`src/rtl/bcd_to_bin_seq.sv`:
```
// Sequential packed-BCD to binary converter (reverse double-dabble, one shift per clock).
// Optional invalid-digit rejection enabled by defining BCD_DIGIT_CHECK_EN.
module bcd_to_bin_seq #(
  parameter int unsigned NDIG  = 3,
  parameter int unsigned NBITS = 10
) (
  input  logic              clk,
  input  logic              rst_n,
  input  logic              start,
  input  logic [4*NDIG-1:0] bcd_in,
  output logic              busy,
  output logic              done,
  output logic [NBITS-1:0]  bin_out,
  output logic              err
);

  localparam int unsigned BCDW = 4 * NDIG;
  localparam int unsigned SRW  = BCDW + NBITS;
  localparam int unsigned CW   = $clog2(NBITS + 1);

  typedef enum logic [1:0] {
    S_IDLE  = 2'd0,
    S_SHIFT = 2'd1,
    S_DONE  = 2'd2
  } state_t;

  state_t            r_state;
  logic [BCDW-1:0]   r_bcd;
  logic [NBITS-1:0]  r_bin;
  logic [CW-1:0]     r_cnt;
  logic              r_busy;
  logic              r_done;
  logic              r_err;
  logic [NBITS-1:0]  r_bin_out;

  logic [SRW-1:0]    w_shift;
  logic [BCDW-1:0]   w_bcd_adj;
  logic              w_last;
  logic              w_reject;

  // One reverse double-dabble step: shift right, then correct nibbles >= 8 except after the last shift.
  always_comb begin
    w_shift   = {r_bcd, r_bin} >> 1;
    w_last    = (r_cnt == CW'(NBITS - 1));
    w_bcd_adj = w_shift[SRW-1 -: BCDW];
    if (!w_last) begin
      for (int d = 0; d < int'(NDIG); d++) begin
        if (w_bcd_adj[4*d+3]) begin
          w_bcd_adj[4*d +: 4] = w_bcd_adj[4*d +: 4] - 4'd3;
        end
      end
    end
  end

`ifdef BCD_DIGIT_CHECK_EN
  // Any nibble above 9 rejects the operand at the start edge.
  always_comb begin
    w_reject = 1'b0;
    for (int d = 0; d < int'(NDIG); d++) begin
      if (bcd_in[4*d +: 4] > 4'd9) begin
        w_reject = 1'b1;
      end
    end
  end
`else
  assign w_reject = 1'b0;
`endif

  always_ff @(posedge clk or negedge rst_n) begin
    if (!rst_n) begin
      r_state   <= S_IDLE;
      r_bcd     <= '0;
      r_bin     <= '0;
      r_cnt     <= '0;
      r_busy    <= 1'b0;
      r_done    <= 1'b0;
      r_err     <= 1'b0;
      r_bin_out <= '0;
    end else begin
      r_done <= 1'b0;
      case (r_state)
        S_IDLE: begin
          if (start) begin
            r_err <= w_reject;
            if (w_reject) begin
              r_bin_out <= '0;
              r_done    <= 1'b1;
              r_state   <= S_DONE;
            end else begin
              r_bcd   <= bcd_in;
              r_bin   <= '0;
              r_cnt   <= '0;
              r_busy  <= 1'b1;
              r_state <= S_SHIFT;
            end
          end
        end
        S_SHIFT: begin
          r_bcd <= w_bcd_adj;
          r_bin <= w_shift[NBITS-1:0];
          r_cnt <= r_cnt + CW'(1);
          if (w_last) begin
            r_bin_out <= w_shift[NBITS-1:0];
            r_busy    <= 1'b0;
            r_done    <= 1'b1;
            r_state   <= S_DONE;
          end
        end
        S_DONE: begin
          r_state <= S_IDLE;
        end
        default: begin
          r_busy  <= 1'b0;
          r_state <= S_IDLE;
        end
      endcase
    end
  end

  assign busy    = r_busy;
  assign done    = r_done;
  assign err     = r_err;
  assign bin_out = r_bin_out;

endmodule
```
`config.mk`:
```
export PLATFORM = sky130hd
export DESIGN_NAME = bcd_to_bin_seq
export DESIGN_NICKNAME = d
export VERILOG_FILES = /design/src/rtl/bcd_to_bin_seq.sv
export SDC_FILE = /design/constraint.sdc
export NUM_CORES = 1
export LEC_CHECK = 0
export ABC_CLOCK_PERIOD_IN_PS = 4200
export BUFFER_PORTS_ARGS = -buffer_cell sky130_fd_sc_hd__buf_2
export CAP_MARGIN = 0
export CORE_MARGIN = 10
export CORE_UTILIZATION = 40
export CTS_CLUSTER_DIAMETER = 60
export DETAILED_ROUTE_END_ITERATION = 6
export PLACE_DENSITY = 0.7
export REMOVE_ABC_BUFFERS = 1
export SYNTH_ARGS = -nofsm -noshare
export SYNTH_HDL_FRONTEND = slang
export SYNTH_SLANG_ARGS = --single-unit
```
`constraint.sdc`:
```
create_clock -name clk -period 4.2 [get_ports clk]
set_input_delay 0.42 -clock clk [delete_from_list [all_inputs] [get_ports clk]]
set_output_delay 0.42 -clock clk [all_outputs]
set_load 0.03 [all_outputs]
```
After elaboration in Yosys (flattened, before gate mapping):

Index checks and enable logic that the tools add are counted.

* register bits: 40

* reduce and logical (&&, ||, !) cells: 6
* add/subtract/negate cells: 3
* bitwise logic cells: 1
* muxes and demuxes: 17
* equality and inequality tests: 5

Operators with widths (number)
* $pmux 12 s2: 1
* $pmux 10 s2: 1
* $mux 12: 1
* $mux 4: 3
* $mux 10: 1
* $mux 8: 1
* $pmux 4 s2: 1
* $sub 4x2->4 const B: 2
* $reduce_and 2->1: 3
* $add 4x1->4 const B: 1
* $eq 4x4->1 const B: 1
* $mux 1: 4
* $mux 2: 2
* $ne 2x2->1 const B: 2
* $pmux 2 s2: 1
* $pmux 1 s3: 1
* $reduce_and 3->1: 1
* $eq 2x1->1 const B: 1
* $eq 2x2->1 const B: 1
* $logic_not 2->1: 1
* $reduce_bool 2->1: 1
* $not 1->1: 1

Depth between registers and ports, before layout:

* word-level depth: 4
* gate-level depth with buffers: 6
* mapped depth without buffers: 5

Least setup slack after synthesis:

OpenSTA, ideal clock, no wires.

* kind: reg-to-reg
* start point: register r_cnt[1]
* end point: register r_bin_out[1], in the netlist bin_out[1]
* data required time: 4.075 ns
* arrival time: 1.419 ns
* library setup time: 0.125 ns
* path slack: 2.657 ns
* cell stages (with the launch flop): 7
* buffers on the path: 1
* cell sequence: dfrtp_1 inv_1 ha_1 nand3b_1 nor2_1 buf_4 mux2_2

* word-level cells in the longest chain between the ends: 2

RTL lines
* start: declaration: RTL line 30 `logic [CW-1:0] r_cnt;`
* start signal: assignment: RTL line 101 `r_cnt <= r_cnt + CW'(1);`
* $eq 4x4->1: RTL line 44 `w_last = (r_cnt == CW'(NBITS - 1));`
* $reduce_and 2->1 (no line)
* end signal: assignment: RTL line 103 `r_bin_out <= w_shift[NBITS-1:0];`
* end: declaration: RTL line 34 `logic [NBITS-1:0] r_bin_out;`

No other way between the ends.
A chain may end at the register's enable or synchronous reset.

Worst setup path after layout:

* start point: register r_state[0]
* end point: register r_bin_out[5], in the netlist bin_out[5]

* word-level cells in the longest chain between the ends: 2

RTL lines
* start: declaration: RTL line 27 `state_t r_state;`
* start signal: assignment: RTL line 71 `r_state <= S_IDLE;`
* start signal: assignment: RTL line 88 `r_state <= S_DONE;`
* start signal: assignment: RTL line 94 `r_state <= S_SHIFT;`
* $eq 2x1->1: RTL line 81 `case (r_state)`
* $reduce_and 2->1 (no line)

No other way between the ends.

==> results by group <==
Synth
  – Synth Cell Area: 1790 sq um
  – Mapped Cells: 155
  – Top post-synthesis cells by area: dfrtp_1 55%, mux2_2 7.5%, a22o_1 4.9%
  – Post-synth top area share: 54.51%
  – Post-synthesis register bit count: 39
  – Sequential share of the synthesized area: 54.51%
  – Synth Area in Compound Gates: 17.61%
  – Syn_area_per_cell: 11.55 sq um
  – Largest family of logic cells by synthesized area: compound AO/OA/AOI/OAI gates
  – Synthesized-area fraction occupied by and/or/nand/nor cells: 13.21%
  – Post-synthesis xor/xnor area fraction: 0%
  – Post-synthesis mux area share: 7.547%
  – Synth unique cells: 32
  – Post-synth top area cell: dfrtp_1
  – Synth Area in Adders: 2.795%
  – Yosys warnings: 0

Detailed routing
  – Remaining DRCs: 0
  – WL/cell: 15.62 um
  – Via count: 1,283
  – Routed Antenna Nets: 0
  – DR iter-0 viols: 75
  – Initial DRT Pass Iterations: 4
  – WL final: 3.623 mm
  – Routed vias/inst: 5.530

Global route
  – Vias in the first global route: 1,317
  – Total track usage: 10.24%
  – GR Overflow Total: 0
  – Initial antenna violation count: 0
  – Largest net degree at the start of global routing: 40
  – Global-route wire length before repair: 6.320 mm

Pwr
  – Overall Power: 1.432 mW
  – Power Density: 706.5 nW/um^2
  – Peak supply drop: 369.3 uV
  – Leak: 0.9721 nW

STA
  – Rel. slew slack: 42.25%
  – Setup violators final: 0
  – Period utilization: 52.45%
  – Final min period: 2203 ps
  – Max-slew violations: 0
  – Final Skew: 3.209 ps
  – Least-Margin Pin Slew: 863.0 ps
  – Setup TNS: 0 ps
  – Final Hold Fails: 0
  – Unrepaired setup endpoints after global routing: no
  – Fmax: 0.4539 GHz

Clocking
  – CTS tree: built
  – Setup Buffers After CTS: 0
  – Hold-fix buffers, CTS: 0
  – Root buf cell: clkbuf_8
  – Worst-path clk slew: 70 ps
  – Total CTS buffers: 5
  – # resized after CTS: 0
  – Worst-skew pair later-pin latency: 280 ps
  – Htree depth: 2
  – Clk sinks: 39
  – Clock Tree Buf Depth: 2

Placed design
  – DPL Wire Length: 2.480 mm
  – Routability Congestion: 0.7352
  – Inst Count DP: 224
  – IO buf count: 26

Cells and area
  – Core Util, Final: 46.55%
  – Area Overhead vs Synth: 13.21%
  – Area of the multi-input gates: 740.7 sq um
  – N_diodes: 0
  – Filler cells: 398
  – Seq. cell area: 975.9 sq um
  – Share of cells above drive strength 1: 27.78%
  – Final Non-Filler Cells: 232
  – Layout Nets: 198

Worst setup path
  – CP Capture Type: flop
  – Crit path cell chain: nand2b_1 > nor2_1 > mux2_2
  – Worst EP required: 4370 ps
  – Crit path largest cell delay: 730 ps
  – CP arrival: 2370 ps
  – Crit-path slowest cell: nor2_1
  – Reg2reg path depth: 3
  – CP Launch Type: flop
  – Critical path class: reg -> reg
  – CP Max Fanout: 19

Outcome
  – Status: finished clean

Run
  – Max cap viols: 0

Die
  – I/O pins: 28
  – Die area: 7552 sq um
  – # rows: 24
  – Die span in x: 86.91 um
  – Die Ht: 86.91 um
  – Starting Density: 41.12%
  – Area of the core: 4354 sq um

Min path
  – HP Class: in -> async
==> critical path, delay by kind of cell, from the launching register on <==
kind	cells	cell delay, ps
and+or+nand+nor	2	1020
DFF	1	660
muxes	1	410
==> metrics by stage <==
stage          worst slack (ps)  hold WS [ps]  area [sq um]
2_1_floorplan              2345         124.4          1728
6_report                   1997         237.2          2027
3_3_place_gp               2022         485.9          1938
3_5_place_dp               1958         480.1          1938
4_1_cts                    1953         266.3          2027
5_1_grt                    1798         298.6          2027
==> power breakdown <==
| part | internal [mW] | switching [mW] |
|---|---|---|
| clock | 0.115 | 0.131 |
| combinational | 0.239 | 0.297 |
| sequential | 0.520 | 0.130 |
==> layout make-up <==
type                            instances  area share (%)
Sequential cell                        39           48.15
Multi-Input combinational cell        102           36.54
Clock inverter                          3          0.9877
Tap cell                               52           3.210
Timing Repair Buffer                   28           7.160
Clock buffer                            5           3.395
Inverter                                3          0.5556
==> flip-flops by register name (all words and copies together), names as in the netlist <==
signal and cells:
r_bcd 12, r_state 2, bin_out 10, done 1
r_cnt 4, busy 1, r_bin 9
==> layer usage <==
layer / part of all wire [%] / track usage [%]
met5: 0 / 0
met4: 0.33 / 3.093
met3: 6.8 / 3.745
met2: 47 / 16.12
met1: 46 / 12.72
==> cells in the final DEF, fill, tap and decap left out, drive strengths merged, types with 5 or more instances in the layout <==
| cell type | instances |
|---|---|
| buf | 28 |
| nand3 | 7 |
| a21oi | 5 |
| a22o | 11 |
| o21ai | 7 |
| nor2b | 5 |
| a22oi | 9 |
| clkbuf | 5 |
| nor2 | 7 |
| nand2 | 6 |
| dfrtp | 39 |
| o211ai | 6 |
| mux2 | 12 |
==> cells in the mapped netlist (all sizes together) <==
cell,count
nand3,7
or2b,1
ha,4
buf,7
dfrtp,39
a31oi,2
nand3b,2
and3b,2
nor2,7
nor2b,5
a22oi,9
or4,4
o21ai,7
nor4bb,1
conb,1
o21bai,1
nor3b,2
o22a,2
a211oi,1
nand2,6
inv,3
a22o,11
nand2b,2
a21oi,5
mux2,12
clkbuf,4
o211ai,6
nand4,2
==> worst paths after layout <==
| check | endpoint | start | slack, ps |
|---|---|---|---|
| max | bin_out[5]$_DFFE_PN0P_ | r_state[0]$_DFFE_PN0P_ | 2000 |
| min | bin_out[4]$_DFFE_PN0P_ | rst_n | 240 |
| max reg2reg | bin_out[5]$_DFFE_PN0P_ | r_state[0]$_DFFE_PN0P_ | 2000 |
| min reg2reg | bin_out[1]$_DFFE_PN0P_ | bin_out[1]$_DFFE_PN0P_ | 500 |
| max in group asynchronous | r_bcd[4]$_DFFE_PN0P_ | rst_n | 3430 |
| min in group clk | r_bcd[4]$_DFFE_PN0P_ | bcd_in[4] | 360 |
==> cells by family after synthesis <==
family | Yosys count
buffers and inverters | 14
muxes | 12
and+or+nand+nor | 41
AOI/OAI and AO/OA | 44
adders and majority gates | 4
other | 1
DFF | 39
Note: power is estimated with default switching activity, not from simulation.
